==> src/rtl/mem_port_arbiter_if.sv <==
`default_nettype none
// ============================================================================
// Module      : mem_port_arbiter_if
// Description : Fetch, data-stage and memory-side signal bundle for the
//               memory port arbiter.
// Revision    : 1.0 - initial release
// ============================================================================
interface mem_port_arbiter_if #(
    parameter int AW = 7
);
    logic          i_req;
    logic [31:0]   i_addr;
    logic [31:0]   i_rdata;
    logic          i_ack;

    logic          d_rd;
    logic          d_wr;
    logic [31:0]   d_addr;
    logic [31:0]   d_wdata;
    logic [31:0]   d_rdata;
    logic          d_ack;

    logic          stall_if;
    logic          stall_mem;

    logic          m_en;
    logic          m_we;
    logic [AW-1:0] m_addr;
    logic [31:0]   m_wdata;
    logic [31:0]   m_rdata;

    // Arbiter view
    modport slave (
        input  i_req, i_addr, d_rd, d_wr, d_addr, d_wdata, m_rdata,
        output i_rdata, i_ack, d_rdata, d_ack, stall_if, stall_mem,
        output m_en, m_we, m_addr, m_wdata
    );

    // Pipeline and memory view
    modport master (
        output i_req, i_addr, d_rd, d_wr, d_addr, d_wdata, m_rdata,
        input  i_rdata, i_ack, d_rdata, d_ack, stall_if, stall_mem,
        input  m_en, m_we, m_addr, m_wdata
    );
endinterface
`default_nettype wire

==> src/rtl/mem_port_arbiter.sv <==
`default_nettype none
// ============================================================================
// Module      : mem_port_arbiter
// Description : Shares one single-port memory between an instruction fetch
//               port and a data-stage load/store port. IDLE/BUSY/DONE FSM,
//               fixed LAT-cycle access. Define MEM_ARB_RR_EN for round-robin
//               arbitration; otherwise the data port has fixed priority.
// Revision    : 1.0 - initial release
// ============================================================================
module mem_port_arbiter #(
    parameter int AW  = 7,
    parameter int LAT = 2
) (
    input  wire logic         clk,
    input  wire logic         rst,
    mem_port_arbiter_if.slave bus
);

    localparam logic [2:0] c_LAT = 3'(LAT);
    localparam logic [2:0] c_ONE = 3'd1;

    typedef enum logic [1:0] {
        ST_IDLE = 2'd0,
        ST_BUSY = 2'd1,
        ST_DONE = 2'd2
    } state_t;

    state_t        r_state;
    state_t        w_state_nxt;
    logic [2:0]    r_cnt;
    logic [2:0]    w_cnt_nxt;

    logic          r_gnt_data;
    logic          r_we;
    logic [AW-1:0] r_addr;
    logic [31:0]   r_wdata;
    logic [31:0]   r_i_rdata;
    logic [31:0]   r_d_rdata;

    logic          w_i_pend;
    logic          w_d_pend;
    logic          w_sel_data;
    logic          w_grant;
    logic          w_capture;
    logic          w_m_en;
    logic          w_m_we;
    logic [AW-1:0] w_m_addr;
    logic [31:0]   w_m_wdata;
    logic          w_i_ack;
    logic          w_d_ack;

`ifdef MEM_ARB_RR_EN
    logic          r_last_data;
`endif

    assign w_i_pend = bus.i_req;
    assign w_d_pend = bus.d_rd | bus.d_wr;

    // Winner selection; only consulted when a grant is issued from IDLE
    always_comb begin
        w_sel_data = 1'b0;
`ifdef MEM_ARB_RR_EN
        w_sel_data = w_d_pend & (~w_i_pend | ~r_last_data);
`else
        w_sel_data = w_d_pend;
`endif
    end

    always_comb begin
        w_state_nxt = r_state;
        w_cnt_nxt   = r_cnt;
        w_grant     = 1'b0;
        w_capture   = 1'b0;
        w_m_en      = 1'b0;
        w_m_we      = 1'b0;
        w_m_addr    = '0;
        w_m_wdata   = '0;
        w_i_ack     = 1'b0;
        w_d_ack     = 1'b0;

        case (r_state)
            ST_IDLE: begin
                if (w_i_pend | w_d_pend) begin
                    w_grant     = 1'b1;
                    w_cnt_nxt   = c_LAT;
                    w_state_nxt = ST_BUSY;
                end
            end
            ST_BUSY: begin
                // Counter still at LAT marks the first BUSY cycle
                w_m_en    = (r_cnt == c_LAT);
                w_m_we    = r_we;
                w_m_addr  = r_addr;
                w_m_wdata = r_wdata;
                w_cnt_nxt = r_cnt - c_ONE;
                if (r_cnt == c_ONE) begin
                    w_capture   = 1'b1;
                    w_state_nxt = ST_DONE;
                end
            end
            ST_DONE: begin
                w_i_ack     = ~r_gnt_data;
                w_d_ack     = r_gnt_data;
                w_state_nxt = ST_IDLE;
            end
            default: begin
                w_state_nxt = ST_IDLE;
                w_cnt_nxt   = '0;
            end
        endcase
    end

    always_ff @(posedge clk or posedge rst) begin
        if (rst) begin
            r_state <= ST_IDLE;
            r_cnt   <= '0;
        end else begin
            r_state <= w_state_nxt;
            r_cnt   <= w_cnt_nxt;
        end
    end

    always_ff @(posedge clk or posedge rst) begin
        if (rst) begin
            r_gnt_data <= 1'b0;
            r_we       <= 1'b0;
            r_addr     <= '0;
            r_wdata    <= '0;
            r_i_rdata  <= '0;
            r_d_rdata  <= '0;
        end else begin
            if (w_grant) begin
                r_gnt_data <= w_sel_data;
                r_we       <= w_sel_data & bus.d_wr;
                r_addr     <= w_sel_data ? bus.d_addr[AW+1:2] : bus.i_addr[AW+1:2];
                r_wdata    <= w_sel_data ? bus.d_wdata : 32'd0;
            end
            // Writes leave both read-data registers untouched
            if (w_capture && !r_we) begin
                if (r_gnt_data) begin
                    r_d_rdata <= bus.m_rdata;
                end else begin
                    r_i_rdata <= bus.m_rdata;
                end
            end
        end
    end

`ifdef MEM_ARB_RR_EN
    always_ff @(posedge clk or posedge rst) begin
        if (rst) begin
            r_last_data <= 1'b0;
        end else if (w_grant) begin
            r_last_data <= w_sel_data;
        end
    end
`endif

    assign bus.m_en      = w_m_en;
    assign bus.m_we      = w_m_we;
    assign bus.m_addr    = w_m_addr;
    assign bus.m_wdata   = w_m_wdata;
    assign bus.i_ack     = w_i_ack;
    assign bus.d_ack     = w_d_ack;
    assign bus.i_rdata   = r_i_rdata;
    assign bus.d_rdata   = r_d_rdata;
    assign bus.stall_if  = bus.i_req & ~w_i_ack;
    assign bus.stall_mem = w_d_pend & ~w_d_ack;

endmodule
`default_nettype wire

==> src/flat_wrapper.sv <==
// flat-port wrapper written by rule: the top's interface ports become plain ports
module mem_port_arbiter_flat 
#(
    parameter int AW  = 7,
    parameter int LAT = 2
)
  (clk, rst, bus_i_req, bus_i_addr, bus_d_rd, bus_d_wr, bus_d_addr, bus_d_wdata, bus_m_rdata, bus_i_rdata, bus_i_ack, bus_d_rdata, bus_d_ack, bus_stall_if, bus_stall_mem, bus_m_en, bus_m_we, bus_m_addr, bus_m_wdata);
  mem_port_arbiter_if #(.AW(AW)) bus_i ();
  input  wire logic clk;
  input  wire logic rst;
  input wire logic [$bits(bus_i.i_req)-1:0] bus_i_req;
  input wire logic [$bits(bus_i.i_addr)-1:0] bus_i_addr;
  input wire logic [$bits(bus_i.d_rd)-1:0] bus_d_rd;
  input wire logic [$bits(bus_i.d_wr)-1:0] bus_d_wr;
  input wire logic [$bits(bus_i.d_addr)-1:0] bus_d_addr;
  input wire logic [$bits(bus_i.d_wdata)-1:0] bus_d_wdata;
  input wire logic [$bits(bus_i.m_rdata)-1:0] bus_m_rdata;
  output wire logic [$bits(bus_i.i_rdata)-1:0] bus_i_rdata;
  output wire logic [$bits(bus_i.i_ack)-1:0] bus_i_ack;
  output wire logic [$bits(bus_i.d_rdata)-1:0] bus_d_rdata;
  output wire logic [$bits(bus_i.d_ack)-1:0] bus_d_ack;
  output wire logic [$bits(bus_i.stall_if)-1:0] bus_stall_if;
  output wire logic [$bits(bus_i.stall_mem)-1:0] bus_stall_mem;
  output wire logic [$bits(bus_i.m_en)-1:0] bus_m_en;
  output wire logic [$bits(bus_i.m_we)-1:0] bus_m_we;
  output wire logic [$bits(bus_i.m_addr)-1:0] bus_m_addr;
  output wire logic [$bits(bus_i.m_wdata)-1:0] bus_m_wdata;
  assign bus_i.i_req = bus_i_req;
  assign bus_i.i_addr = bus_i_addr;
  assign bus_i.d_rd = bus_d_rd;
  assign bus_i.d_wr = bus_d_wr;
  assign bus_i.d_addr = bus_d_addr;
  assign bus_i.d_wdata = bus_d_wdata;
  assign bus_i.m_rdata = bus_m_rdata;
  assign bus_i_rdata = bus_i.i_rdata;
  assign bus_i_ack = bus_i.i_ack;
  assign bus_d_rdata = bus_i.d_rdata;
  assign bus_d_ack = bus_i.d_ack;
  assign bus_stall_if = bus_i.stall_if;
  assign bus_stall_mem = bus_i.stall_mem;
  assign bus_m_en = bus_i.m_en;
  assign bus_m_we = bus_i.m_we;
  assign bus_m_addr = bus_i.m_addr;
  assign bus_m_wdata = bus_i.m_wdata;
  mem_port_arbiter #(.AW(AW), .LAT(LAT)) u_core (.clk(clk), .rst(rst), .bus(bus_i));
endmodule
==> config.mk <==
export PLATFORM = sky130hd
export DESIGN_NAME = mem_port_arbiter_flat
export DESIGN_NICKNAME = d
export VERILOG_FILES = /design/src/rtl/mem_port_arbiter_if.sv /design/src/rtl/mem_port_arbiter.sv /design/src/flat_wrapper.sv
export SDC_FILE = /design/constraint.sdc
export NUM_CORES = 1
export LEC_CHECK = 0
export ABC_AREA = 1
export BUFFER_PORTS_ARGS = -buffer_cell sky130_fd_sc_hd__buf_2
export CAP_MARGIN = 30
export CORE_MARGIN = 2
export CORE_UTILIZATION = 42
export CTS_CLUSTER_DIAMETER = 200
export DETAILED_ROUTE_END_ITERATION = 6
export GPL_ROUTABILITY_DRIVEN = 1
export HOLD_SLACK_MARGIN = 0.02
export PLACE_DENSITY = 0.77
export SLEW_MARGIN = 20
export SYNTH_ARGS = -nofsm -noshare
export SYNTH_HDL_FRONTEND = slang
export SYNTH_SLANG_ARGS = --single-unit
==> constraint.sdc <==
create_clock -name clk -period 3.2 [get_ports clk]
set_input_delay 0.32 -clock clk [delete_from_list [all_inputs] [get_ports clk]]
set_output_delay 0.32 -clock clk [all_outputs]
set_load 0.02 [all_outputs]
==> impl_metrics.csv, run 1 <==
group,metric,value,unit
sta,holdWs,157,ps
worst_setup_path,path_class,"flop to flop",
floorplan,die_area,12600,um2
floorplan,pin_count,242,
drt,ant_nets,0,
run_status,outcome,"complete, no violations",
sta,rsz0062_at_grt,"no",
drt,vias,4454,
synth,ys_seq_elements,110,
pwr,internal_power,0.00366,W
clocking,cts_resized,0,
synth,netlist_instances,575,
grt,track_usage,19.6,%
pwr,switching_share,46.4,%
grt,first_global_vias,4274,
worst_setup_path,cp.required,3420,ps
synth,synth_warnings,0,
pwr,seqPwrFrac,34.8,%
worst_setup_path,critPathMaxFanout,32,
worst_setup_path,rr_startpoint,"u_core.r_cnt[1]$_DFFE_PP0P_",
sta,slew_headroom,49.4,%
drt,drc,0,
drt,wire_per_inst,13.7,um
grt,grt_pass1_wl,20.2,mm
floorplan,design.core.area,11400,um2
clocking,cts_sinks,110,
clocking,clockBufferDepth,2,
floorplan,die_h,112,um
sta,fin_tns_setup,0,ps
sta,maxSlewViolCount,0,
floorplan,fp.dieW,112,um
synth,synth_nets,711,
clocking,clk_latency,340,ps
pwr,p_leak,3.37,nW
synth,syn_area,4910,um2
sta,fin_skew,4.33,ps
clocking,clock-root-buffer,"clkbuf_16",
pwr,combinationalPowerShare,49.5,%
placed_design,dp_hpwl,8.03,mm
floorplan,row_count,39,
layout,fin_util,53.8,%
placed_design,place_congestion,0.784,
sta,setup_viol,0,
pwr,peakVddDrop,523,uV
sta,fin_crit_sh,67.8,%
clocking,cts_hold_buffers,0,
sta,tightest_slew,757,ps
layout,n_fill_cell,1073,
pwr,clockPowerShare,15.7,%
drt,drt-total-wl,12.2,mm
hold_path,hold_class,"input pin to asynchronous set/reset pin",
pwr,power,0.00683,W
clocking,numCtsBuffers,9,
pwr,p_sw,0.00317,W
drt,first_pass_iters,4,
run,cap_viol_max_count,0,
drt,vias_per_cell,5.02,
layout,fin_nets,877,
worst_setup_path,arrival,2390,ps
clocking,htreeDepth,3,
drt,drt_iter0_markers,354,
clocking,post-cts-setup-buffers,0,
worst_setup_path,setup.worst_path.end_class,"flop",
synth,avgSynthCellArea,8.54,um2
placed_design,port_buffers,191,
synth,seq_area_frac_synth,56.1,%
synth,yosysUniqueCellTypes,21,
grt,grt_antenna_before_repair,0,
layout,syn_to_final_growth,25.2,%
layout,antenna_cells,0,
sta,fmaxAchievable,0.461,GHz
floorplan,initial_core_util,43.0,%
worst_setup_path,crit_start,"u_core.r_cnt[1]$_DFFE_PP0P_",
layout,drive_gt1_share,30.1,%
grt,overflow,0,
worst_setup_path,worstSetupStartpointType,"flop",
clocking,cts_tree,"built",
sta,finalCriticalPeriod,2170,ps
pwr,power_density,1110,nW/um2
clocking,path_clk_slew,70,ps
grt,grt_max_degree,111,
sta,hold_violations,0,
cell usage in the layout (no fill, tap or decap), drive strengths merged, types with 3 or more instances in the layout:
master and instances:
buf 199, nand2 172, dfrtp 110, nand4 64
inv 51, nor2 47, o21ai 45, nand3 36
clkbuf 9, ha 3, clkinv 3
power by group through the flow:
stage	logic, W	clock network [W]	registers [W]
after CTS	0.00341	0.00110	0.00238
after global routing	0.00374	0.00116	0.00246
final	0.00339	0.00107	0.00238
after floorplan	0.00188	0	0.00289
after detailed placement	0.00341	0	0.00240
after global placement	0.00337	0	0.00238
logic make-up after synthesis:
kind of cell / synth area share [%]
AND/OR/NAND/NOR: 29.0
buffers and inverters: 9.30
AO/OA/AOI/OAI: 4.87
flip-flops: 56.1
adder cells (fa/ha/maj): 0.765
metal layers:
metal  up-vias  GRT usage (%)  routed length (um)
met5         -              0                   0
met4         0           6.18                 134
met3        12           5.08                 917
met2       185           32.6                5660
met1      2066           25.2                5490
li1       2191              -                   -
synth_stat cells:
master,instances,share of area (%)
a21oi_1,1,0.10
a21oi_2,1,0.18
buf_2,13,1.3
buf_4,4,0.61
buf_6,1,0.23
buf_8,5,1.5
clkbuf_1,20,1.5
clkbuf_2,1,0.10
dfrtp_1,110,56
ha_1,3,0.76
inv_1,49,3.7
inv_2,3,0.23
nand2_1,171,13
nand2_2,1,0.13
nand3_1,34,3.5
nand3_2,2,0.41
nand4_1,64,8.2
nor2_1,46,3.5
nor2_4,1,0.23
o21ai_0,17,1.7
o21ai_1,28,2.9
worst paths after layout:
| kind | endpoint | slack [ps] | cells past startpoint |
|---|---|---|---|
| max | u_core.bus.i_rdata[12]$_DFFE_PP0P_ | 1030 | 7 |
| min | u_core.r_wdata[6]$_DFFE_PP0P_ | 160 | 3 |
| max reg2reg | u_core.bus.i_rdata[12]$_DFFE_PP0P_ | 1030 | 7 |
| min reg2reg | u_core.bus.d_rdata[15]$_DFFE_PP0P_ | 470 | 2 |
| max in group asynchronous | u_core.bus.d_rdata[6]$_DFFE_PP0P_ | 2640 | 3 |
| min in group clk | u_core.r_wdata[31]$_DFFE_PP0P_ | 220 | 3 |
state kept, by name, indices dropped and copies added, names as in the netlist:
register and count:
u_core.r_state 2, u_core.bus.i_rdata 32, u_core.r_we 1, u_core.r_cnt 3
u_core.r_wdata 32, u_core.r_addr 7, u_core.r_gnt_data 1, u_core.bus.d_rdata 32
worst max-delay path, stage by stage (launching register included):
cell,delay [ps]
dfrtp_1,400
inv_1,90
ha_1,140
nand2_1,90
nor2_4,360
nand3_2,650
nand2_1,250
nand2_1,70
through the flow:
stage                     cells  setup WS [ps]  instance area [um2]
after floorplan             575           1550                 4910
after global placement      873           1060                 5870
after global routing        887            816                 6140
after detailed placement    873           1040                 5870
final                       887           1030                 6140
after CTS                   887           1030                 6140
cell type report:
class / count / area (um2) / share of cell area [%]
clock inverter: 5 / 52.6 / 0.855
multi-input combinational: 369 / 1710 / 27.8
tap: 143 / 179 / 2.91
sequential: 110 / 2750 / 44.8
inverter: 52 / 199 / 3.24
clock buffer: 9 / 225 / 3.67
timing repair buffer: 199 / 1030 / 16.7
No activity file was read; power rests on OpenSTA's default activity.
==> run 2: changes to the inputs <==
==> constraint.sdc (replaced) <==
create_clock -name clk -period 1.9 [get_ports clk]
set_input_delay 0.19 -clock clk [delete_from_list [all_inputs] [get_ports clk]]
set_output_delay 0.19 -clock clk [all_outputs]
set_load 0.02 [all_outputs]
==> impl_metrics.csv, run 2 (same netlist as run 1, synthesis figures left out) <==
group,metric,value,unit
worst_setup_path,rr_startpoint,"u_core.r_cnt[1]$_DFFE_PP0P_",
placed_design,port_buffers,191,
layout,final_cells,894,
hold_path,hp-start,"bus_d_wr",
sta,fmaxAchievable,0.578,GHz
pwr,power_density,1880,nW/um2
pwr,power,0.0118,W
run_status,outcome,"complete, no violations",
floorplan,die_area,12600,um2
sta,setup_slack,171,ps
drt,ant_nets,0,
placed_design,dp_hpwl,8.25,mm
layout,syn_to_final_growth,27.5,%
clocking,htreeDepth,3,
drt,drt_iter0_markers,348,
clocking,post-cts-setup-buffers,0,
layout,antenna_cells,0,
layout,layout_commonest_cell,"buf_2",
drt,vias,4551,
worst_setup_path,cp.required,1710,ps
sta,setup_viol,0,
sta,maxSlewViolCount,0,
clocking,cts_sinks,110,
drt,drc,0,
grt,grt_max_degree,111,
clocking,clk_latency,360,ps
run,cap_viol_max_count,0,
grt,track_usage,20.4,%
worst_setup_path,critPathMaxFanout,10,
worst_setup_path,path_class,"flop to primary output",
layout,final_cell_mix,"buf_2, nand2_1, dfrtp_1",
drt,vias_per_cell,5.09,
floorplan,design.core.area,11400,um2
worst_setup_path,worstSetupStartpointType,"flop",
placed_design,place_area,5950,um2
grt,grt_antenna_before_repair,0,
worst_setup_path,setup.worst_path.end_class,"primary output",
layout,drive_gt1_share,30.4,%
floorplan,die_h,112,um
sta,slew_headroom,61.4,%
sta,fin_crit_sh,91.0,%
worst_setup_path,arrival,1540,ps
grt,first_global_vias,4355,
floorplan,pin_count,242,
clocking,path_clk_slew,80,ps
floorplan,fp.dieW,112,um
placed_design,placedCellCount,878,
floorplan,row_count,39,
floorplan,initial_core_util,43.0,%
worst_setup_path,crit_start,"u_core.r_gnt_data$_DFFE_PP0P_",
drt,drt-total-wl,12.5,mm
drt,wire_per_inst,14.0,um
layout,fin_area,6260,um2
sta,fin_tns_setup,0,ps
pwr,peakVddDrop,957,uV
clocking,clockBufferDepth,2,
drt,first_pass_iters,4,
sta,tightest_slew,578,ps
grt,overflow,0,
pwr,p_leak,3.41,nW
grt,grt_pass1_wl,20.9,mm
sta,finalCriticalPeriod,1730,ps
placed_design,place_congestion,0.784,
hold_path,hold_class,"input pin to flop",
clocking,clock-root-buffer,"clkbuf_16",
sta,hold_violations,0,
layout,fin_nets,883,
clocking,numCtsBuffers,9,
sta,rsz0062_at_grt,"no",
sta,fin_skew,12.2,ps
clocking,cts_tree,"built",
placed_design,post-place-ws,367,ps
run 2: per-layer routing:
layer  GRT usage [%]  share of wire, %  vias to the layer above  wire length, um
met1            27.4                44                     2148             5490
met4            9.51               2.0                        0              256
li1                -                 -                     2203                -
met5               0                 0                        -                0
met2            31.9                47                      182             5840
met3            4.32               7.2                       18              896
run 2: timing repair:
item | in CTS | in global routing
resized for setup | 0 | 1
endpoints found under the setup margin | 0 | 1
hold endpoints to repair | 1 | 0
hold buffers | 1 | 0
run 2: where the power goes:
group	total (W)	switching (W)	internal, W
clock	0.00188	0.000835	0.00105
combinational	0.00585	0.00404	0.00181
sequential	0.00405	0.000551	0.00350
run 2: critical path: stages, from the launching register on:
cell	delay (ps)
dfrtp_1	590
inv_2	160
o21ai_0	220
inv_1	50
buf_2	150
run 2: worst paths after layout:
path | endpoint | slack (ps) | cells after the start
max in group asynchronous | u_core.bus.i_rdata[12]$_DFFE_PP0P_ | 880 | 4
min in group asynchronous | u_core.r_state[1]$_DFFE_PP0P_ | 570 | 4
worst min register to register | u_core.bus.i_rdata[15]$_DFFE_PP0P_ | 460 | 2
worst min-delay path | u_core.r_we$_DFFE_PP0P_ | 60 | 3
worst max register to register | u_core.bus.i_rdata[0]$_DFFE_PP0P_ | 360 | 8
worst max-delay path | bus_stall_mem | 170 | 4
run 2: per-stage QoR:
stage,hold slack [ps],util (%)
after global placement,408,52.1
final,57.7,54.8
after floorplan,311,-
after detailed placement,419,52.1
after global routing,68.4,54.8
after CTS,45.2,54.8
run 2: layout make-up:
cell class | instances | area, um2
Fill cell | 1070 | 5160
Sequential cell | 110 | 2750
Multi-Input combinational cell | 369 | 1710
Timing Repair Buffer | 205 | 1130
Clock buffer | 11 | 243
Inverter | 52 | 199
Tap cell | 143 | 179
Clock inverter | 4 | 47.5
